--- config.mk ---
export PLATFORM = sky130hd
export DESIGN_NAME = branch_unit_ras
export DESIGN_NICKNAME = d
export VERILOG_FILES = /design/src/rtl/kgp_branch_pkg.sv /design/src/rtl/ras_stack.sv /design/src/rtl/branch_unit_ras.sv
export SDC_FILE = /design/constraint.sdc
export NUM_CORES = 1
export LEC_CHECK = 0
export BUFFER_PORTS_ARGS = -buffer_cell sky130_fd_sc_hd__buf_2
export CAP_MARGIN = 20
export CORE_UTILIZATION = 35
export CTS_CLUSTER_DIAMETER = 60
export DETAILED_ROUTE_END_ITERATION = 10
export SLEW_MARGIN = 25
export SYNTH_ARGS = -nofsm -noshare
export SYNTH_HDL_FRONTEND = slang
export SYNTH_SLANG_ARGS = --single-unit
export TNS_END_PERCENT = 50
--- constraint.sdc ---
create_clock -name clk -period 2.6 [get_ports clk]
set_input_delay 0.13 -clock clk [delete_from_list [all_inputs] [get_ports clk]]
set_output_delay 0.13 -clock clk [all_outputs]
set_load 0.01 [all_outputs]
--- src/rtl/kgp_branch_pkg.sv ---
// Opcode and function-code encodings for KGP_RISC branches, shared with the decoder.
package kgp_branch_pkg;
  localparam logic [2:0] OPC_JUMP = 3'b011;
  localparam logic [2:0] OPC_BR   = 3'b100;

  localparam logic [3:0] FC_B    = 4'd0;
  localparam logic [3:0] FC_BZ   = 4'd1;
  localparam logic [3:0] FC_BNZ  = 4'd2;
  localparam logic [3:0] FC_BCY  = 4'd3;
  localparam logic [3:0] FC_BNCY = 4'd4;
  localparam logic [3:0] FC_BS   = 4'd5;
  localparam logic [3:0] FC_BNS  = 4'd6;
  localparam logic [3:0] FC_BV   = 4'd7;
  localparam logic [3:0] FC_BNV  = 4'd8;
  localparam logic [3:0] FC_CALL = 4'd9;
  localparam logic [3:0] FC_RET  = 4'd10;

  // Flag condition for the plain conditional branches; call/ret/reserved return 0.
  function automatic logic br_cond(input logic [3:0] fc, input logic c, input logic z,
                                   input logic o, input logic s);
    case (fc)
      FC_B:    br_cond = 1'b1;
      FC_BZ:   br_cond = z;
      FC_BNZ:  br_cond = ~z;
      FC_BCY:  br_cond = c;
      FC_BNCY: br_cond = ~c;
      FC_BS:   br_cond = s;
      FC_BNS:  br_cond = ~s;
      FC_BV:   br_cond = o;
      FC_BNV:  br_cond = ~o;
      default: br_cond = 1'b0;
    endcase
  endfunction
endpackage

--- src/rtl/ras_stack.sv ---
// Circular return-address stack: a push when full overwrites the oldest entry.
module ras_stack #(
  parameter int PC_W      = 8,
  parameter int RAS_DEPTH = 4
) (
  input  logic                         clk,
  input  logic                         rst,
  input  logic                         i_push,
  input  logic                         i_pop,
  input  logic                         i_flush,
  input  logic [PC_W-1:0]              i_data,
  output logic [PC_W-1:0]              o_top,
  output logic [$clog2(RAS_DEPTH):0]   o_cnt,
  output logic                         o_ovf,
  output logic                         o_unf
);
  localparam int PW = $clog2(RAS_DEPTH);
  localparam int CW = PW + 1;

  logic [PC_W-1:0] r_mem [RAS_DEPTH];
  logic [PW-1:0]   r_ptr;
  logic [CW-1:0]   r_cnt;
  logic            r_ovf, r_unf;
  logic [PW-1:0]   w_top_idx;
  logic            w_full, w_empty;

  // r_ptr is the next free slot; once full it also points at the oldest entry.
  assign w_top_idx = r_ptr - 1'b1;
  assign w_full    = (r_cnt == CW'(RAS_DEPTH));
  assign w_empty   = (r_cnt == '0);
  assign o_top     = w_empty ? '0 : r_mem[w_top_idx];
  assign o_cnt     = r_cnt;
  assign o_ovf     = r_ovf;
  assign o_unf     = r_unf;

  always_ff @(posedge clk or posedge rst) begin
    if (rst) begin
      for (int i = 0; i < RAS_DEPTH; i++) r_mem[i] <= '0;
      r_ptr <= '0;
      r_cnt <= '0;
      r_ovf <= 1'b0;
      r_unf <= 1'b0;
    end else if (i_flush) begin
      r_ptr <= '0;
      r_cnt <= '0;
      r_ovf <= 1'b0;
      r_unf <= 1'b0;
    end else begin
      r_ovf <= i_push & w_full;
      r_unf <= i_pop & w_empty;
      if (i_push) begin
        r_mem[r_ptr] <= i_data;
        r_ptr        <= r_ptr + 1'b1;
        if (!w_full) r_cnt <= r_cnt + 1'b1;
      end else if (i_pop && !w_empty) begin
        r_ptr <= w_top_idx;
        r_cnt <= r_cnt - 1'b1;
      end
    end
  end
endmodule

--- src/rtl/branch_unit_ras.sv ---
// Registered branch resolution with a return-address stack for nested call/return.
module branch_unit_ras
  import kgp_branch_pkg::*;
#(
  parameter int PC_W      = 8,
  parameter int LBL_W     = 25,
  parameter int RAS_DEPTH = 4
) (
  input  logic                        clk,
  input  logic                        rst,
  input  logic                        valid_i,
  input  logic                        flush_i,
  input  logic [2:0]                  opcode_i,
  input  logic [3:0]                  fcode_i,
  input  logic [LBL_W-1:0]            lbl_i,
  input  logic                        c_i,
  input  logic                        z_i,
  input  logic                        o_i,
  input  logic                        s_i,
  input  logic [PC_W-1:0]             pc_i,
  output logic [PC_W-1:0]             target_o,
  output logic                        pc_src_o,
  output logic [PC_W-1:0]             ra_o,
  output logic [$clog2(RAS_DEPTH):0]  ras_cnt_o,
  output logic                        ras_ovf_o,
  output logic                        ras_unf_o
);
  logic [PC_W-1:0]            w_top;
  logic [$clog2(RAS_DEPTH):0] w_cnt;
  logic                       w_taken, w_push, w_pop;
  logic [PC_W-1:0]            w_tgt;
  logic [PC_W-1:0]            r_target;
  logic                       r_pc_src;

  generate
    if (LBL_W > PC_W) begin : g_lbl_hi
      logic w_unused_lbl;
      assign w_unused_lbl = ^lbl_i[LBL_W-1:PC_W];
    end
  endgenerate

  always_comb begin
    w_taken = 1'b0;
    w_push  = 1'b0;
    w_pop   = 1'b0;
    w_tgt   = lbl_i[PC_W-1:0];
    if (valid_i && !flush_i) begin
      if (opcode_i == OPC_JUMP) begin
        w_taken = 1'b1;
      end else if (opcode_i == OPC_BR) begin
        if (fcode_i == FC_CALL) begin
          w_taken = 1'b1;
          w_push  = 1'b1;
        end else if (fcode_i == FC_RET) begin
          // Pop on empty is reported as underflow by the stack, never taken.
          w_pop   = 1'b1;
          w_taken = (w_cnt != '0);
          w_tgt   = w_top;
        end else begin
          w_taken = br_cond(fcode_i, c_i, z_i, o_i, s_i);
        end
      end
    end
  end

  ras_stack #(.PC_W(PC_W), .RAS_DEPTH(RAS_DEPTH)) u_ras (
    .clk     (clk),
    .rst     (rst),
    .i_push  (w_push),
    .i_pop   (w_pop),
    .i_flush (flush_i),
    .i_data  (pc_i),
    .o_top   (w_top),
    .o_cnt   (w_cnt),
    .o_ovf   (ras_ovf_o),
    .o_unf   (ras_unf_o)
  );

  always_ff @(posedge clk or posedge rst) begin
    if (rst) begin
      r_target <= '0;
      r_pc_src <= 1'b0;
    end else begin
      r_pc_src <= w_taken;
      r_target <= w_taken ? w_tgt : '0;
    end
  end

  assign target_o  = r_target;
  assign pc_src_o  = r_pc_src;
  assign ra_o      = w_top;
  assign ras_cnt_o = w_cnt;
endmodule
==> run metrics <==
Final #Nets 293; Psw 0.3099 mW; status finished, violations left; post-CTS sizing 0; Place WS 0.5804 ns; final WL 5022 microns; relative slew slack 44.57%; total global routing overflow 0; post-synthesis cell count 186; Yosys reg bits 48; Worst-Margin Slew 0.8315 ns; setup TNS 0 ns; post-route ant nets 0; 1st-pass router iterations 4; routed len/inst 14.95 microns; Ys Warns 0; total power 1.284 mW; post-synthesis sequential area ratio 48.44%; DP Area 0.002836 sq mm; Via Count 1667; gpl congestion 0.7480; prevailing post-synth register cell dfrtp_1; Fmax 444.4 MHz; Die ar. 0.007426 sq mm; Min Hold Slack -0.06471 ns; leakage 1.491 nW; Die W 86.18 microns; cts hold-fix bufs 0; Worst-path clk slew 0.09 ns; DP HPWL 3629 microns; Synth Area per Inst 13.33 sq um; Final Slew Violations 0; Die Y-Extent 86.18 microns; Net Count, Synth 239; Worst Hold Class in2async; Layout Area Growth over Synthesis 17.71%; CTS tree yes; Critical Path AT 2.12 ns; Comb pwr share 7.1%; htree depth 2; Mapped Area 0.002480 sq mm; EDFF count, synth 0; initial core utilization 36.30%; Worst Path Max Fanout 5; Rows 30; RSZ-0062 raised after global routing false; final worst slack 0.3498 ns; reg-to-reg critical path endpoint target_o[4]$_DFF_PP0_; worst skew pair latency 0.30 ns; vias in the first global route 1550; Port Buf Inserts 52; final core area utilization 42.73%; most frequent cells in the layout 52 x buf_2, 48 x dfrtp_1, 27 x mux2_2; largest cells by area after synthesis dfrtp_1 48%, mux2_2 12%, mux4_2 7.3%; Worst Skew 0.01321 ns; Root Buffer clkbuf_8; Critical Path Source Type flip-flop; largest net degree at the start of global routing 49; sequential power share 59.0%; Remaining DRCs 0; Clk pwr share 33.9%; failing checks negative hold slack; Pwr Density 439.8 mW/mm^2; first-pass GRT wire length 7859 microns; largest area contributor in the synthesized netlist dfrtp_1; most common cell after layout, fill and taps aside buf_2; Hold Fails Final Rpt 48; Pint 0.9740 mW; ant diodes 0; Sink Count 48; reg-to-reg critical path startpoint u_ras.r_ptr[1]$_DFFE_PP0P_; MaxCap Viol Count 0; Setup Crit Path Kind reg2out; cell area after layout 0.002919 sq mm; crit end category primary output; Setup Viol. Count Final 0; CTS Buf Count 5; Worst Path Required 2.47 ns; Post-synth ARST share 100.0%; layout cells sized above 1 46.25%; Post-CTS Setup Bufs 0; initial detailed-routing violation count 70; switching part of the total power 24.14%; Core Region 0.006832 sq mm; maximum VDD drop 0.2293 mV; flop-to-flop setup slack 0.59 ns; I/O Pins 70; Tmin final 2.250 ns; Fillers 663; initial antenna violation count 0; global-route usage over all layers 13.92%; top cell type's share of synthesized area 48.44%; worst reg-to-reg path cell count 7; vias per std cell 4.961; Clock Tree Buf Depth 2; final period utilization 86.55%; Unique masters post-synth 42
[kinds of logic (layout without fill, tap and decap cells)]
| family | count (synthesis) | count (layout) | synth area share [%] |
|---|---|---|---|
| muxes | 50 | 50 | 26.29 |
| DFF | 48 | 48 | 48.44 |
| and+or+nand+nor | 39 | 39 | 11.76 |
| AOI/OAI and AO/OA | 27 | 27 | 7.114 |
| buffers and inverters | 16 | 70 | 3.229 |
| adders and majority gates | 5 | 5 | 2.826 |
| xor gates and xnor gates | 1 | 1 | 0.3532 |
[stage by stage]
step,hold slack (ns),cells
after floorplan,0.2510,186
after global placement,0.4024,329
after detailed placement,0.4031,329
after CTS,0.07011,336
after global routing,0.009574,336
final,-0.06471,336
[critical path: stages (launching register included)]
cell,delay (ns)
dfrtp_1,0.41
inv_1,0.08
ha_1,0.30
buf_4,0.17
mux4_2,0.53
and2_1,0.19
buf_2,0.14
[cell usage after synthesis, types with 2 or more instances]
library cell  count
a21oi_1          12
and2_1            8
and3b_1           2
buf_2             4
buf_6             2
clkbuf_1          3
dfrtp_1          48
ha_1              4
inv_1             7
mux2_1            2
mux2_2           27
mux2_4            3
mux2i_1          10
mux4_2            8
nand2_1           3
nand2_4           4
nand3_1           3
nand4bb_1         2
nor2_1            2
nor3_1            4
nor3_4            2
o211ai_1          3
o21ai_0           2
o31ai_1           3
[how the worst max path moves through the flow]
| stage | start | endpoint | cells after the start |
|---|---|---|---|
| after global placement | fcode_i[2] | u_ras.o_cnt[2]$_DFFE_PP0P_ | 8 |
| final | u_ras.r_ptr[1]$_DFFE_PP0P_ | ra_o[4] | 6 |
| after global routing | u_ras.r_ptr[1]$_DFFE_PP0P_ | ra_o[4] | 6 |
| after detailed placement | fcode_i[2] | u_ras.o_cnt[2]$_DFFE_PP0P_ | 8 |
| after floorplan | u_ras.r_ptr[0]$_DFFE_PP0P_ | target_o[0]$_DFF_PP0_ | 8 |
| after CTS | u_ras.r_ptr[1]$_DFFE_PP0P_ | ra_o[4] | 6 |
[power by group through the flow]
stage                     Sequential, mW  Combinational, mW  Clock (mW)
after global routing               0.759              0.103       0.475
after global placement             0.773             0.0917           0
after detailed placement           0.773             0.0923           0
after CTS                          0.758             0.0927       0.450
after floorplan                    0.773             0.0512           0
final                              0.758             0.0910       0.435
[sequential cells by signal, indices dropped and copies added (netlist names)]
name and cells:
pc_src_o 1, u_ras.r_ptr 2, u_ras.o_unf 1, target_o 8
u_ras.r_mem 32, u_ras.o_cnt 3, u_ras.o_ovf 1
[routing by layer]
metal | part of all wire [%] | wire [microns] | global-route usage, %
met4 | 0.90 | 45 | 4.091
met1 | 49 | 2476 | 19.78
met2 | 45 | 2248 | 21.28
met3 | 5.0 | 251 | 3.238
met5 | 0 | 0 | 0
[area by class of cell]
cell class	count	area, sq um	share of cell area (%)
Clock inverter	2	12.51	0.4286
Tap cell	96	120.1	4.115
Timing Repair Buffer	56	290.3	9.944
Multi-Input combinational cell	122	1199	41.06
Inverter	7	27.53	0.9430
Clock buffer	5	68.82	2.357
Sequential cell	48	1201	41.15
Power figures use the tool's default switching activity.
